### src/rtl/div_pkg.sv
// Shared constants and FSM encoding for the iterative signed divider.
// DONE_COUNT is the iteration-counter value that marks a completed division.
package div_pkg;
  localparam int WIDTH      = 32;
  localparam int DONE_COUNT = WIDTH + 1;
  localparam int CNT_W      = $clog2(DONE_COUNT + 1);

  typedef enum logic [1:0] {
    IDLE = 2'd0,
    RUN  = 2'd1,
    DONE = 2'd2
  } state_t;
endpackage

### src/rtl/div_iter_counter.sv
// Iteration counter: synchronous active-low clear, count enable, done flag at DONE_COUNT.
// Single-cycle update; no backpressure, the counter simply holds when not enabled.
module div_iter_counter
  import div_pkg::*;
(
  input  logic             clock,
  input  logic             i_clr_n,
  input  logic             i_en,
  output logic [CNT_W-1:0] o_cnt,
  output logic             o_done
);

  logic [CNT_W-1:0] r_cnt;

  always_ff @(posedge clock) begin
    if (!i_clr_n) begin
      r_cnt <= '0;
    end else if (i_en) begin
      r_cnt <= r_cnt + 1'b1;
    end
  end

  assign o_cnt  = r_cnt;
  assign o_done = (r_cnt == CNT_W'(DONE_COUNT));

endmodule

### src/rtl/div_iter_unit.sv
// Iterative signed restoring divider: one quotient bit per cycle on operand magnitudes.
// Result pulse 33 cycles after start; a new start at any time aborts the division in flight.
module div_iter_unit
  import div_pkg::*;
(
  input  logic             clock,
  input  logic             ctrl_reset,
  input  logic             ctrl_DIV,
  input  logic [WIDTH-1:0] data_operandA,
  input  logic [WIDTH-1:0] data_operandB,
  output logic [WIDTH-1:0] data_result,
  output logic             data_exception,
  output logic             data_resultRDY,
  output logic             busy
);

  localparam logic [CNT_W-1:0] LAST_ITER = CNT_W'(DONE_COUNT - 2);

  state_t           r_state, w_state_nxt;
  logic [WIDTH:0]   r_rem;
  logic [WIDTH-1:0] r_quo, r_dvs, r_result;
  logic             r_neg_q, r_divzero, r_exc;

  logic [CNT_W-1:0] w_cnt;
  logic             w_cnt_done, w_cnt_clr_n, w_cnt_en, w_last;
  logic [WIDTH-1:0] w_abs_a, w_abs_b, w_quo_nxt, w_quo_fix;
  logic [WIDTH:0]   w_rem_sh, w_diff, w_rem_nxt;
  logic             w_fits;

  div_iter_counter u_cnt (
    .clock   (clock),
    .i_clr_n (w_cnt_clr_n),
    .i_en    (w_cnt_en),
    .o_cnt   (w_cnt),
    .o_done  (w_cnt_done)
  );

  assign w_cnt_clr_n = ctrl_reset & ~ctrl_DIV;
  assign w_cnt_en    = (r_state != IDLE) & ~w_cnt_done;
  assign w_last      = (r_state == RUN) && (w_cnt == LAST_ITER);

  assign w_abs_a = data_operandA[WIDTH-1] ? -data_operandA : data_operandA;
  assign w_abs_b = data_operandB[WIDTH-1] ? -data_operandB : data_operandB;

  // True shifted remainder is {r_rem, quo msb}; its top bit alone guarantees it exceeds the divisor.
  assign w_rem_sh  = {r_rem[WIDTH-1:0], r_quo[WIDTH-1]};
  assign w_fits    = r_rem[WIDTH] | (w_rem_sh >= {1'b0, r_dvs});
  assign w_diff    = w_rem_sh - {1'b0, r_dvs};
  assign w_rem_nxt = w_fits ? w_diff : w_rem_sh;
  assign w_quo_nxt = {r_quo[WIDTH-2:0], w_fits};
  assign w_quo_fix = r_divzero ? '0 : (r_neg_q ? -w_quo_nxt : w_quo_nxt);

  always_comb begin
    w_state_nxt = r_state;
    case (r_state)
      IDLE:    if (ctrl_DIV) w_state_nxt = RUN;
      RUN: begin
        if (ctrl_DIV)    w_state_nxt = RUN;
        else if (w_last) w_state_nxt = DONE;
      end
      DONE:    w_state_nxt = ctrl_DIV ? RUN : IDLE;
      default: w_state_nxt = IDLE;
    endcase
  end

  always_ff @(posedge clock) begin
    if (!ctrl_reset) begin
      r_state <= IDLE;
    end else begin
      r_state <= w_state_nxt;
    end
  end

  always_ff @(posedge clock) begin
    if (!ctrl_reset) begin
      r_rem     <= '0;
      r_quo     <= '0;
      r_dvs     <= '0;
      r_neg_q   <= 1'b0;
      r_divzero <= 1'b0;
      r_result  <= '0;
      r_exc     <= 1'b0;
    end else if (ctrl_DIV) begin
      r_rem     <= '0;
      r_quo     <= w_abs_a;
      r_dvs     <= w_abs_b;
      r_neg_q   <= data_operandA[WIDTH-1] ^ data_operandB[WIDTH-1];
      r_divzero <= (data_operandB == '0);
      r_result  <= '0;
      r_exc     <= 1'b0;
    end else if (r_state == RUN) begin
      r_rem <= w_rem_nxt;
      r_quo <= w_quo_nxt;
      if (w_last) begin
        r_result <= w_quo_fix;
        r_exc    <= r_divzero;
      end
    end
  end

  assign data_result    = r_result;
  assign data_exception = r_exc;
  assign data_resultRDY = (r_state == DONE);
  assign busy           = (r_state == RUN);

endmodule
### config.mk
export PLATFORM = sky130hd
export DESIGN_NAME = div_iter_unit
export DESIGN_NICKNAME = d
export VERILOG_FILES = /design/src/rtl/div_pkg.sv /design/src/rtl/div_iter_counter.sv /design/src/rtl/div_iter_unit.sv
export SDC_FILE = /design/constraint.sdc
export NUM_CORES = 1
export LEC_CHECK = 0
export BUFFER_PORTS_ARGS = -buffer_cell sky130_fd_sc_hd__buf_2
export CORE_MARGIN = 2
export CORE_UTILIZATION = 64
export CTS_CLUSTER_SIZE = 25
export DETAILED_ROUTE_END_ITERATION = 16
export PLACE_DENSITY = 0.9
export SYNTH_ARGS = -nofsm -noshare
export SYNTH_HDL_FRONTEND = slang
export SYNTH_SLANG_ARGS = --single-unit
### constraint.sdc
create_clock -name clock -period 8.15 [get_ports clock]
set_clock_uncertainty 0.15 [all_clocks]
set_input_delay 0.815 -clock clock [delete_from_list [all_inputs] [get_ports clock]]
set_output_delay 0.815 -clock clock [all_outputs]
set_load 0.02 [all_outputs]
==> run summary <==
- transition time of the tightest slew-check pin: 0.868 ns
- top library cells by usage in the layout, fill and taps aside: 144 x nand2_1, 140 x dfxtp_1, 101 x buf_2
- effective utilization at floorplan: 65.0%
- number of gates on the worst path with buffers counted: 20
- number of buffers added for setup after CTS: 0
- average routed wire per standard cell: 17.6 microns
- num rows: 43
- Most used DFF post-synth: dfxtp_1
- layout cell share with drive strength beyond 1: 12.9%
- number of buffer and inverter stages on the critical path: 4
- post-cts gate resize count: 0
- maximum level of the CTS H-tree: 4
- Pre-antenna DRT Iters: 6
- fraction of synthesis flops using an asynchronous set or reset pin: 0%
- unrepaired setup endpoints after global routing: false
- minimum hold slack: 0.297 ns
- share of synthesized area spent on multiplexers: 3.02%
- cell count after synthesis: 1,134
- die boundary width: 122 microns
- first-pass GRT wire length: 38,900 microns
- Reg-to-Reg Start: r_dvs[18]
- largest incremental delay on the critical path: 0.57 ns
- sequential share of the synthesized area: 31.3%
- Worst Reg-to-Reg Cells: 20
- weighted congestion reported at the end of routability-driven placement: 0.980
- Power Density: 202 nW/um^2
- synthesis warning total: 0
- slew margin rel.: 41.8%
- Peak VDD IR: 0.168 mV
- Avg Vias per Cell: 6.36
- floorplan die area: 15,000 sq um
- largest cells by area after synthesis: dfxtp_1 31%, nand2_1 6.0%, xnor2_1 5.7%
- Worst R2R End: data_result[28]
- Setup CP Type: flop to flop
- Clock Path Buffers: 2
- clock-pin slew of the registers on the worst-case setup and hold paths: 0.06 ns
- Min Clock Period, post-route: 6.05 ns
- TritonCTS clock tree: built
- portion of the clock cycle consumed by the worst path in the final layout: 74.2%
- Worst Hold Depth: 2
- detailed placer's ending HPWL: 16,800 microns
- number of port buffers: 101
- startpoint of the worst hold path: data_result[21]
- cell chain of the critical path: inv_1 -> ha_1 -> a211oi_1 -> o21bai_1 -> a2111oi_0 -> o21ai_0 -> a311o_1 -> o21ai_1 -> buf_4 -> nand2_1 -> clkinv_1 -> buf_4 -> ha_1 -> nand2b_1 -> or2_1 -> or4_4 -> or4_4 -> o41ai_4 -> xor2_1 -> o21ai_1
- number of antenna violations at the first check in global routing: 0
- initial DRC count: 987
- Root Buffer: clkbuf_16
- Post-Synthesis Cell Area: 8950 sq um
- via count of the first global-routing pass: 8,022
- net count after synthesis: 1,239
- area share of fa/ha/maj cells after synthesis: 5.39%
- Synth top area share: 31.3%
- core area: 13,800 sq um
- net count of the finished layout: 1,303
- endpoint kind of the worst setup timing path: flop
- status: complete, no violations
- leakage power of the design: 4.25 nW
- number of clock buffers inserted by TritonCTS: 17
- dominant delay contributor by cell family on the critical path: compound AO/OA/AOI/OAI gates
- Reg2Reg Setup Slack: 2.11 ns
- endpoint of the worst hold-timing path: data_result[21]
- wire length after detailed routing: 24,400 microns
- max-slew violation total from the final report: 0
- number of antenna repair diodes: 0
- via count of the routed design: 8,834
- I/O pin total: 102
- synthesized-area fraction occupied by xor and xnor cells: 11.3%
- data arrival time of the critical path: 6.19 ns
- register bit total from synthesis: 140
- setup total negative slack: 0 ns
- global-route usage over all layers: 32.6%
- GRT overflow: 0
- maximum number of pins on one net before global-route repair: 73
- largest driver fanout on the critical path: 36
- final number of setup-violating endpoints: 0
- clock insertion delay at the later pin of the skew report: 0.43 ns
- # DRC: 0
- Worst Path Required: 8.29 ns
- die height: 122 microns
- HP Class: flop to flop
- Max Fclk: 165 MHz
- number of distinct standard cells referenced by the synthesized netlist: 64
- fill cell count: 1,031
- number of max-cap violations: 0
- largest area contributor in the netlist: dfxtp_1
- largest family of logic cells by synthesized area: compound AO/OA/AOI/OAI gates
- antenna-violating nets left: 0
- number of enable flip-flop cells after synthesis: 0
- average footprint of a synthesized cell: 7.89 sq um
- startpoint kind of the worst setup timing path: flop
- leading cell type in the layout, fill and taps excluded: nand2_1
- post-synthesis share of cell area spent on and, or, nand and nor gates: 18.0%
- critical-path cell with the highest stage delay: nand2_1
- final hold violations: 0
- total number of clock tree sinks: 140
- number of hold buffers added after CTS: 0
- area growth from synthesis to layout: 12.8%
- synthesized-area fraction occupied by ao, oa, aoi and oai cells: 26.3%
## power breakdown
group	internal [mW]	switching (mW)
Combinational	0.203	0.309
Clock	0.480	0.292
Sequential	0.718	0.0396
## logic make-up (layout without fill, tap and decap cells)
family / count (synthesis) / in the layout
AOI/OAI and AO/OA: 367 / 367
and+or+nand+nor: 334 / 334
DFF: 140 / 140
xor gates and xnor gates: 115 / 115
buffers and inverters: 113 / 189
adders and majority gates: 38 / 38
muxes: 27 / 27
## synth_stat cells (3+ instances only)
library cell	count
nand2_1	144
dfxtp_1	140
o21ai_0	97
a21oi_1	85
xnor2_1	58
clkbuf_1	57
xor2_1	57
nor2_1	56
inv_1	46
ha_1	37
o22ai_1	32
mux2i_1	27
o31ai_1	26
nor2b_1	23
a31oi_1	22
nor3_1	21
o211a_1	20
nand3_1	15
or3_1	13
o41ai_1	11
or4_1	10
a22oi_1	9
buf_1	9
nand2b_1	9
o21a_1	9
a21o_1	6
and3_1	6
a211oi_1	5
a32oi_1	5
and2_1	5
nand4_1	5
nor4_1	5
o211ai_1	5
a21boi_0	4
a31o_2	4
a41oi_1	4
and4_1	4
o21bai_1	4
or2_2	4
or4_4	3
## flip-flops by register name, summed over array words and instances (netlist names)
register / cells
r_dvs: 32
data_result: 32
r_divzero: 1
r_quo: 32
u_cnt.o_cnt: 6
r_neg_q: 1
data_exception: 1
r_state: 2
r_rem: 33
## final cells by class
class	instances	area [sq um]	share of cell area, %
clock buffers	25	495	4.91
clock inverters	6	85.1	0.843
inverters	47	176	1.75
multi-input cells	881	5730	56.8
flip-flops and latches	140	2800	27.8
well taps	180	225	2.23
repair buffers	111	581	5.75
## per-layer routing
| metal | track usage, % | routed length [microns] | part of all wire [%] | vias to the layer above |
|---|---|---|---|---|
| li1 | - | - | - | 4226 |
| met1 | 45.8 | 10900 | 45 | 4130 |
| met2 | 49.2 | 10700 | 44 | 425 |
| met3 | 7.62 | 2290 | 9.4 | 53 |
| met4 | 11.4 | 521 | 2.1 | 0 |
| met5 | 0 | 0 | 0 | - |
## through the flow
| stage | std cells | setup slack [ns] | util (%) | cell area, sq um | total power, mW |
|---|---|---|---|---|---|
| 2_1_floorplan | 1134 | 3.06 | - | 8950 | 1.13 |
| 6_report | 1390 | 2.11 | 73.3 | 10100 | 2.04 |
| 3_3_place_gp | 1359 | 2.28 | 69.1 | 9520 | 1.25 |
| 4_1_cts | 1390 | 2.17 | 73.3 | 10100 | 2.03 |
| 3_5_place_dp | 1359 | 2.21 | 69.1 | 9520 | 1.26 |
| 5_1_grt | 1390 | 1.88 | 73.3 | 10100 | 2.12 |
## worst register-to-register path: cells and delay by family (launching register included)
| family | cells | cell delay (ns) |
|---|---|---|
| AO/OA/AOI/OAI | 8 | 1.89 |
| buffers and inverters | 4 | 0.86 |
| flip-flops | 1 | 0.33 |
| AND/OR/NAND/NOR | 5 | 1.88 |
| adder cells (fa/ha/maj) | 2 | 0.62 |
| XOR/XNOR | 1 | 0.17 |
## worst max path at each step
stage               from               to  slack, ns
4_1_cts        r_dvs[18]  data_result[28]       2.17
6_report       r_dvs[18]  data_result[28]       2.11
3_5_place_dp   r_dvs[18]  data_result[28]       2.21
5_1_grt        r_dvs[18]  data_result[24]       1.88
2_1_floorplan  r_dvs[18]  data_result[28]       3.06
3_3_place_gp   r_dvs[18]  data_result[28]       2.28
(Power assumes the default switching activity.)
